[src/rtl/conv_pkg.sv]
// Shared definitions for the convolution controller: FSM state encoding,
// default widths and watchdog length, and an index-width helper.
package conv_pkg;

    typedef enum logic [2:0] {
        ST_IDLE,
        ST_LOADK,
        ST_LOADX,
        ST_CLR,
        ST_RUN,
        ST_COLLECT,
        ST_DRAIN
    } state_t;

    localparam int DEF_DATA_W         = 8;
    localparam int DEF_RES_W          = 20;
    localparam int DEF_TIMEOUT_CYCLES = 1024;

    // Bits needed to address `depth` entries (at least one bit).
    function automatic int idx_w(input int depth);
        return (depth > 1) ? $clog2(depth) : 1;
    endfunction

endpackage

[src/rtl/conv_rbuf.sv]
// Result buffer: RESULT_NUM x RES_W storage with one synchronous write port
// and one combinational read port addressed by index.
module conv_rbuf
    import conv_pkg::*;
#(
    parameter int DEPTH = 5,
    parameter int RES_W = DEF_RES_W,
    parameter int IW    = idx_w(DEPTH)
) (
    input  logic             Aclk,
    input  logic             wr_en,
    input  logic [IW-1:0]    wr_idx,
    input  logic [RES_W-1:0] wr_data,
    input  logic [IW-1:0]    rd_idx,
    output logic [RES_W-1:0] rd_data
);

    logic [RES_W-1:0] mem [DEPTH];

    always_ff @(posedge Aclk) begin
        if (wr_en) begin
            mem[wr_idx] <= wr_data;
        end
    end

    assign rd_data = mem[rd_idx];

endmodule

[src/rtl/conv_ctrl.sv]
// Convolution job controller: loads kernel and pattern, streams operands to
// the datapath, collects results and drains them. Watchdog: CONV_CTRL_TIMEOUT_EN.
module conv_ctrl
    import conv_pkg::*;
#(
    parameter int PATTERN_NUM = 8,
    parameter int KERNEL_NUM  = 4,
    parameter int RESULT_NUM  = PATTERN_NUM - KERNEL_NUM + 1,
    parameter int DATA_W      = DEF_DATA_W,
    parameter int RES_W       = DEF_RES_W
`ifdef CONV_CTRL_TIMEOUT_EN
    ,
    parameter int TIMEOUT_CYCLES = DEF_TIMEOUT_CYCLES
`endif
) (
    input  logic              Aclk,
    input  logic              rst_n,
    input  logic              start,
    input  logic              in_valid,
    output logic              in_ready,
    input  logic [DATA_W-1:0] in_data,
    output logic              conv_clr,
    output logic [DATA_W-1:0] conv_xin,
    output logic [DATA_W-1:0] conv_kin,
    input  logic [RES_W-1:0]  conv_rout,
    input  logic              conv_rdone,
    output logic              res_valid,
    input  logic              res_ready,
    output logic [RES_W-1:0]  res_data,
    output logic              busy,
    output logic              done,
    output logic              err
);

    localparam int LOAD_MAX = (PATTERN_NUM > KERNEL_NUM) ? PATTERN_NUM : KERNEL_NUM;
    localparam int CW       = $clog2(LOAD_MAX + 1);
    localparam int KIW      = idx_w(KERNEL_NUM);
    localparam int PIW      = idx_w(PATTERN_NUM);
    localparam int RIW      = idx_w(RESULT_NUM);
    localparam int RCW      = $clog2(RESULT_NUM + 1);

    state_t            state;
    logic [CW-1:0]     cnt;
    logic [CW-1:0]     cnt_nx;
    logic [KIW-1:0]    kidx;
    logic [KIW-1:0]    kidx_nx;
    logic [RCW-1:0]    rcnt;
    logic [RIW-1:0]    rd;
    logic              beat;
    logic              capture;
    logic              rbuf_we;
    logic              rcnt_full;
    logic [RES_W-1:0]  rbuf_rdata;

    logic [DATA_W-1:0] kbuf [KERNEL_NUM];
    logic [DATA_W-1:0] xbuf [PATTERN_NUM];

`ifdef CONV_CTRL_TIMEOUT_EN
    localparam int WDW = $clog2(TIMEOUT_CYCLES + 1);
    logic [WDW-1:0] wd;
`endif

    assign beat    = in_valid & in_ready;
    assign cnt_nx  = cnt + CW'(1);
    assign kidx_nx = (kidx == KIW'(KERNEL_NUM - 1)) ? '0 : kidx + KIW'(1);

    // Results are only accepted while the datapath is live; surplus beats are dropped.
    assign capture   = ((state == ST_RUN) || (state == ST_COLLECT)) && conv_rdone;
    assign rbuf_we   = capture && (rcnt < RCW'(RESULT_NUM));
    assign rcnt_full = (rcnt == RCW'(RESULT_NUM)) ||
                       (rbuf_we && (rcnt == RCW'(RESULT_NUM - 1)));

    // Operand buffers carry data only; they are simply overwritten by the next job.
    always_ff @(posedge Aclk) begin
        if (beat && (state == ST_LOADK)) begin
            kbuf[cnt[KIW-1:0]] <= in_data;
        end
        if (beat && (state == ST_LOADX)) begin
            xbuf[cnt[PIW-1:0]] <= in_data;
        end
    end

    conv_rbuf #(
        .DEPTH (RESULT_NUM),
        .RES_W (RES_W),
        .IW    (RIW)
    ) u_rbuf (
        .Aclk    (Aclk),
        .wr_en   (rbuf_we),
        .wr_idx  (rcnt[RIW-1:0]),
        .wr_data (conv_rout),
        .rd_idx  (rd),
        .rd_data (rbuf_rdata)
    );

    assign res_data = res_valid ? rbuf_rdata : '0;

`ifndef CONV_CTRL_TIMEOUT_EN
    assign err = 1'b0;
`endif

    always_ff @(posedge Aclk or negedge rst_n) begin
        if (!rst_n) begin
            state     <= ST_IDLE;
            cnt       <= '0;
            kidx      <= '0;
            rcnt      <= '0;
            rd        <= '0;
            conv_clr  <= 1'b1;
            in_ready  <= 1'b0;
            res_valid <= 1'b0;
            busy      <= 1'b0;
            done      <= 1'b0;
            conv_xin  <= '0;
            conv_kin  <= '0;
`ifdef CONV_CTRL_TIMEOUT_EN
            err       <= 1'b0;
            wd        <= '0;
`endif
        end else begin
            done <= 1'b0;
            if (rbuf_we) begin
                rcnt <= rcnt + RCW'(1);
            end

            case (state)
                ST_IDLE: begin
                    if (start) begin
                        state    <= ST_LOADK;
                        cnt      <= '0;
                        in_ready <= 1'b1;
                        busy     <= 1'b1;
`ifdef CONV_CTRL_TIMEOUT_EN
                        err      <= 1'b0;
`endif
                    end
                end

                ST_LOADK: begin
                    if (beat) begin
                        if (cnt == CW'(KERNEL_NUM - 1)) begin
                            cnt   <= '0;
                            state <= ST_LOADX;
                        end else begin
                            cnt <= cnt_nx;
                        end
                    end
                end

                ST_LOADX: begin
                    if (beat) begin
                        if (cnt == CW'(PATTERN_NUM - 1)) begin
                            cnt      <= '0;
                            in_ready <= 1'b0;
                            state    <= ST_CLR;
                        end else begin
                            cnt <= cnt_nx;
                        end
                    end
                end

                // conv_clr has been high since IDLE; CLR is its final cycle.
                ST_CLR: begin
                    state    <= ST_RUN;
                    conv_clr <= 1'b0;
                    cnt      <= '0;
                    kidx     <= '0;
                    rcnt     <= '0;
                    conv_xin <= xbuf[0];
                    conv_kin <= kbuf[0];
                end

                // Operands for the next run cycle are registered one cycle ahead.
                ST_RUN: begin
                    if (cnt == CW'(PATTERN_NUM - 1)) begin
                        state    <= ST_COLLECT;
                        conv_xin <= '0;
                        conv_kin <= '0;
`ifdef CONV_CTRL_TIMEOUT_EN
                        wd       <= '0;
`endif
                    end else begin
                        cnt      <= cnt_nx;
                        kidx     <= kidx_nx;
                        conv_xin <= xbuf[cnt_nx[PIW-1:0]];
                        conv_kin <= kbuf[kidx_nx];
                    end
                end

                ST_COLLECT: begin
                    if (rcnt_full) begin
                        state     <= ST_DRAIN;
                        res_valid <= 1'b1;
                        rd        <= '0;
                    end
`ifdef CONV_CTRL_TIMEOUT_EN
                    else if (conv_rdone) begin
                        wd <= '0;
                    end else if (wd == WDW'(TIMEOUT_CYCLES - 1)) begin
                        state    <= ST_IDLE;
                        err      <= 1'b1;
                        busy     <= 1'b0;
                        conv_clr <= 1'b1;
                    end else begin
                        wd <= wd + WDW'(1);
                    end
`endif
                end

                ST_DRAIN: begin
                    if (res_ready) begin
                        if (rd == RIW'(RESULT_NUM - 1)) begin
                            state     <= ST_IDLE;
                            res_valid <= 1'b0;
                            busy      <= 1'b0;
                            done      <= 1'b1;
                            conv_clr  <= 1'b1;
                            rd        <= '0;
                        end else begin
                            rd <= rd + RIW'(1);
                        end
                    end
                end

                default: begin
                    state <= ST_IDLE;
                end
            endcase
        end
    end

endmodule

[config.mk]
export PLATFORM = sky130hd
export DESIGN_NAME = conv_ctrl
export DESIGN_NICKNAME = d
export VERILOG_FILES = /design/src/rtl/conv_pkg.sv /design/src/rtl/conv_rbuf.sv /design/src/rtl/conv_ctrl.sv
export SDC_FILE = /design/constraint.sdc
export NUM_CORES = 1
export LEC_CHECK = 0
export CAP_MARGIN = 20
export CORE_ASPECT_RATIO = 1.5
export CORE_UTILIZATION = 35
export DETAILED_ROUTE_END_ITERATION = 16
export GPL_TIMING_DRIVEN = 0
export HOLD_SLACK_MARGIN = 0.1
export PLACE_DENSITY = 0.5
export SETUP_SLACK_MARGIN = 0.15
export SYNTH_ARGS = -nofsm -noshare
export SYNTH_HDL_FRONTEND = slang
export SYNTH_HIERARCHICAL = 1
export SYNTH_SLANG_ARGS = --single-unit
export TNS_END_PERCENT = 5
[constraint.sdc]
create_clock -name Aclk -period 10.35 [get_ports Aclk]
set_input_delay 1.5525 -clock Aclk [delete_from_list [all_inputs] [get_ports Aclk]]
set_output_delay 1.5525 -clock Aclk [all_outputs]
set_load 0.02 [all_outputs]
==> results.sh, run 1 <==
export IMPL_dp_hpwl_um=15400
export IMPL_grt_pass1_wl_um=35100
export IMPL_die_y_um=209
export IMPL_fin_area_um2=12100
export IMPL_tns_ps=0
export IMPL_grt_pass1_vias=5972
export IMPL_syn_inst=592
export IMPL_wl_um=22900
export IMPL_syn_area_per_cell_um2=16.8
export IMPL_core_area_um2=28000
export IMPL_fmax_mhz=238
export IMPL_cts_made_buffers=24
export IMPL_antenna_found_initial=0
export IMPL_htreeDepth=1
export IMPL_yosysWarningCount=6
export IMPL_outcome="finished, final reports clean"
export IMPL_finalHoldViolCount=0
export IMPL_wire_per_inst_um=21.5
export IMPL_cts_tree="built"
export IMPL_rsz0062_at_grt="no"
export IMPL_grtUsageTotal_pct=16.0
export IMPL_fin_crit_sh_pct=40.6
export IMPL_drtIter0Drc=241
export IMPL_tightest_slew_ps=985
export IMPL_synth_seq_cells=232
export IMPL_cts_setup_buffers=0
export IMPL_cp_end_kind="output pin"
export IMPL_powerDensity_nw_per_um2=273
export IMPL_critPathRequiredTime_ps=8800
export IMPL_maxCapViolCount=0
export IMPL_gp_congestion=0.744
export IMPL_syn_to_final_growth_pct=21.9
export IMPL_die_area_um2=29100
export IMPL_postCtsHoldBufs=0
export IMPL_placed_cell_area_um2=11300
export IMPL_start_kind="register"
export IMPL_avgViaCountPerCell=5.12
export IMPL_drc=0
export IMPL_mostFrequentLayoutCells="196 x edfxtp_1, 73 x clkdlybuf4s50_1, 46 x mux2i_1"
export IMPL_nets=746
export IMPL_regArea_um2=6790
export IMPL_setup_viol=0
export IMPL_path_clk_slew_ps=60
export IMPL_cts_resized_gates=0
export IMPL_drive_gt1_share_pct=21.9
export IMPL_portBuffers=74
export IMPL_synth_edf_count=196
export IMPL_vias=5455
export IMPL_firstDrtPassIters=5
export IMPL_finalClockSkew_ps=15.3
export IMPL_slew_violations=0
export IMPL_maxSlewHeadroom_pct=34.0
export IMPL_clock_latency_ps=510
export IMPL_yosysSeqAreaShare_pct=68.2
export IMPL_pin_count=76
export IMPL_syn_nets=636
export IMPL_leakage_nw=4.24
export IMPL_multi_input_area_um2=2850
export IMPL_drt_antenna_violating_nets=0
export IMPL_nFillCells=2514
export IMPL_initial_utilization_pct=35.6
export IMPL_clock_path_buffers=3
export IMPL_synthesis_area_um2=9960
export IMPL_cts_sinks=232
export IMPL_grt_max_degree=25
export IMPL_async_flop_share_pct=15.5
export IMPL_std_cell_rows=75
export IMPL_vdd_drop_max_v=0.000145
export IMPL_arrival_ps=2650
export IMPL_clockRootBuffer="clkbuf_16"
export IMPL_synth_main_ff_cell="edfxtp_1"
export IMPL_overflow=0
export IMPL_worstHoldPathType="register to register"
export IMPL_cp_max_fo=10
export IMPL_final_common_cell="edfxtp_1"
export IMPL_critPathKind="register to output pin"
export IMPL_antenna_cells=0
export IMPL_layout_min_cycle_time_ps=4210
export IMPL_yosys_cell_types_count=65
export IMPL_die_w_um=140
stage by stage:
step	hold slack [ps]	total power [W]	utilization (%)	setup slack (ps)	cells
global route	548	0.00348	43.4	5990	1066
global placement	492	0.00243	39.8	3070	1012
floorplan	471	0.00202	-	5940	592
detailed placement	515	0.00248	40.4	6330	1021
CTS	531	0.00337	43.3	6080	1065
finish	516	0.00332	43.4	6140	1066
cell type report:
cell class	count	share of cell area, %
clock inverter	12	1.19
clock buffer	32	5.45
multi-input combinational	294	23.5
tap	346	3.57
buffer	34	2.21
timing repair buffer	84	7.20
inverter	32	0.989
sequential	232	55.9
worst paths after layout:
check / end / from / slack, ps / cells past startpoint
worst max-delay path: res_data[0] / rd[2] / 6140 / 4
worst min-delay path: busy / busy / 520 / 1
worst max register to register: conv_xin[6] / cnt[0] / 7550 / 8
worst min register to register: busy / busy / 520 / 1
max in group asynchronous: conv_clr / rst_n / 8850 / 2
min in group asynchronous: conv_kin[1] / rst_n / 950 / 1
critical path: stages, from the launching register on:
cell             delay (ps)
dfrtp_1                 520
buf_1                   710
a221oi_2                150
and2_1                  220
clkdlybuf4s50_1         540
flip-flops by register name, summed over array words and instances (netlist names), 2 cells and up:
register and flops:
kidx 2, xbuf 64, conv_kin 8, cnt 4
state 3, rd 3, u_rbuf/mem 100, conv_xin 8
kbuf 32, rcnt 3
synthesized netlist by cell type (3+ instances only):
| cell | count | share of area [%] |
|---|---|---|
| inv_1 | 32 | 1.2 |
| ha_1 | 10 | 1.3 |
| buf_12 | 4 | 0.80 |
| edfxtp_1 | 196 | 59 |
| nor3b_1 | 4 | 0.30 |
| o22ai_1 | 14 | 0.88 |
| clkbuf_1 | 6 | 0.23 |
| buf_4 | 5 | 0.38 |
| nor3_1 | 5 | 0.25 |
| a221oi_2 | 20 | 3.0 |
| nor2_1 | 9 | 0.34 |
| dfrtp_1 | 35 | 8.8 |
| nand3_1 | 7 | 0.35 |
| and2_1 | 25 | 1.6 |
| a211oi_2 | 22 | 2.8 |
| mux4_2 | 24 | 5.4 |
| nand2_1 | 23 | 0.87 |
| o21ai_0 | 11 | 0.55 |
| buf_2 | 11 | 0.55 |
| mux2i_1 | 46 | 4.6 |
| nand2b_1 | 3 | 0.19 |
| nor2b_1 | 21 | 1.3 |
routing by layer:
metal	GRT usage, %	up-vias	wire length [um]
met5	0	-	0
met4	5.61	0	643
met3	2.25	38	703
met2	31.6	107	13000
met1	17.0	2791	8550
li1	-	2519	-
cells by family after synthesis:
kind of cell,share of synthesized area (%)
other cells,0.0377
mux,10.1
fa+ha+maj,1.26
buf+inv,3.89
compound gates,9.01
flops,68.2
xor+xnor,0.515
simple gates,7.09
power by group:
part           internal, W  total (W)  switching [W]
Clock             0.000525   0.000880       0.000354
Sequential         0.00112    0.00120      0.0000796
Combinational     0.000583    0.00124       0.000659
No activity file was read; power rests on OpenSTA's default activity.
==> run 2: changes to the inputs <==
PLACE_DENSITY = 0.52   (was 0.5)
clock period = 3.5 ns   (was 10.35 ns; I/O delays follow)
==> run 2 against run 1 <==
Final cell count shrank 0.47%. Sequential power grew to 3.0 times the previous value. Clock power grew to 2.7 times the previous value. Sequential cell count is the same. First-iteration DRC count is 20% higher. Largest cell class unchanged.
==> results.sh, run 2 (synthesis results as in run 1) <==
export IMPL_outcome="finished, final reports clean"
export IMPL_tightest_slew_ps=1010
export IMPL_start_kind="register"
export IMPL_die_y_um=209
export IMPL_fmax_mhz=316
export IMPL_mostFrequentLayoutCells="196 x edfxtp_1, 73 x clkdlybuf4s50_1, 46 x mux2i_1"
export IMPL_rr_startpoint="rcnt[0]"
export IMPL_critPathSlowestCell="clkbuf_1"
export IMPL_dp_hpwl_um=14900
export IMPL_drc=0
export IMPL_largest_register="u_rbuf/mem"
export IMPL_wl_um=22600
export IMPL_cts_tree="built"
export IMPL_nFillCells=2501
export IMPL_path_cells="clkbuf_1 > a221oi_2 > and2_1 > clkdlybuf4s50_1"
export IMPL_clock_latency_ps=510
export IMPL_leakage_nw=4.19
export IMPL_gp_congestion=0.743
export IMPL_avgViaCountPerCell=5.11
export IMPL_critPathKind="register to output pin"
export IMPL_cts_made_buffers=23
export IMPL_initial_utilization_pct=35.6
export IMPL_slew_violations=0
export IMPL_cts_resized_gates=0
export IMPL_rsz0062_at_grt="no"
export IMPL_drtIter0Drc=288
export IMPL_wire_per_inst_um=21.3
export IMPL_crit_buf_inv=2
export IMPL_die_w_um=140
export IMPL_antenna_found_initial=0
export IMPL_clock_path_buffers=3
export IMPL_maxSlewHeadroom_pct=32.1
export IMPL_fin_ws_ps=337
export IMPL_portBuffers=74
export IMPL_nets=743
export IMPL_grtUsageTotal_pct=15.9
export IMPL_drt_antenna_violating_nets=0
export IMPL_core_area_um2=28000
export IMPL_pin_count=76
export IMPL_antenna_cells=0
export IMPL_fin_crit_sh_pct=90.4
export IMPL_power_total_w=0.00959
export IMPL_grt_pass1_vias=5876
export IMPL_critPathTopFamily="buffers and inverters"
export IMPL_finalClockSkew_ps=18.5
export IMPL_final_util_pct=43.0
export IMPL_dp_slack_ps=473
export IMPL_cts_sinks=232
export IMPL_critical_path_startpoint="rd[2]"
export IMPL_max_stage_delay_ps=690
export IMPL_firstDrtPassIters=4
export IMPL_grt_pass1_wl_um=34800
export IMPL_grt_max_degree=33
export IMPL_maxCapViolCount=0
export IMPL_vdd_drop_max_v=0.000377
export IMPL_vias=5425
export IMPL_worstHoldPathType="input pin to asynchronous set/reset pin"
export IMPL_htreeDepth=1
export IMPL_overflow=0
export IMPL_arrival_ps=2640
export IMPL_die_area_um2=29100
export IMPL_critPathRequiredTime_ps=2970
export IMPL_std_cell_rows=75
export IMPL_path_clk_slew_ps=60
export IMPL_finalHoldViolCount=0
export IMPL_syn_to_final_growth_pct=20.8
export IMPL_drive_gt1_share_pct=21.4
export IMPL_powerDensity_nw_per_um2=797
export IMPL_largest_reg_flops=100
export IMPL_cp_end_kind="output pin"
export IMPL_setup_viol=0
export IMPL_layout_min_cycle_time_ps=3160
export IMPL_cp_max_fo=10
export IMPL_final_common_cell="edfxtp_1"
export IMPL_clockRootBuffer="clkbuf_16"
-- run 2: changes by cell type in the layout (fill, tap and decap cells not counted), moves of 2 or more --
cell	before	now
clkbuf_16	26	23
inv_6	0	2
buf_6	5	7
buf_8	5	2
clkbuf_1	12	7
clkinv_1	3	7
buf_4	7	5
clkinv_2	2	5
clkinv_4	2	0
-- run 2: layer usage --
| layer | GRT usage [%] | up-vias | share of wire [%] | wire length [um] |
|---|---|---|---|---|
| met5 | 0 | - | 0 | 0 |
| met4 | 4.62 | 0 | 2.2 | 488 |
| met3 | 1.90 | 36 | 3.4 | 774 |
| met2 | 31.6 | 101 | 57 | 12800 |
| met1 | 17.3 | 2776 | 37 | 8450 |
| li1 | - | 2512 | - | - |
-- run 2: final timing paths --
path | end | slack (ps) | cells after the start
min in group Aclk | kidx[1] | 510 | 2
worst max-delay path | res_data[15] | 340 | 4
worst min register to register | kidx[1] | 510 | 2
worst min-delay path | conv_kin[5] | 380 | 2
worst max register to register | u_rbuf/mem[1][12] | 710 | 5
max in group asynchronous | conv_clr | 2630 | 3
-- run 2: cell type report --
cell class / instances / area [um^2] / area share, %
sequential: 232 / 6790 / 56.4
multi-input combinational: 294 / 2860 / 23.8
timing repair buffer: 82 / 850 / 7.06
clock buffer: 24 / 579 / 4.81
tap: 346 / 433 / 3.60
buffer: 34 / 268 / 2.23
clock inverter: 17 / 136 / 1.13
inverter: 32 / 120 / 0.998
-- run 2: power breakdown --
group / switching, W / leakage, nW / internal [W]
clock: 0.00102 / 0.353 / 0.00135
combinational: 0.00195 / 1.63 / 0.00172
sequential: 0.000241 / 2.21 / 0.00330
total: 0.00322 / 4.19 / 0.00637
-- run 2: what timing repair did --
| item | in CTS | in global routing |
|---|---|---|
| setup buffers | 0 | 0 |
| hold endpoints to repair | 35 | 0 |
| hold buffers | 1 | 0 |
| setup endpoints to repair | 0 | 0 |
-- run 2: per-stage QoR --
step	setup TNS, ps	std cells	instance area, um^2	hold slack [ps]
2_1_floorplan	-1090	592	9970	229
3_3_place_gp	-123070	1012	11100	491
3_5_place_dp	0	1018	11300	356
4_1_cts	0	1060	12000	365
5_1_grt	0	1061	12000	382
6_report	0	1061	12000	379
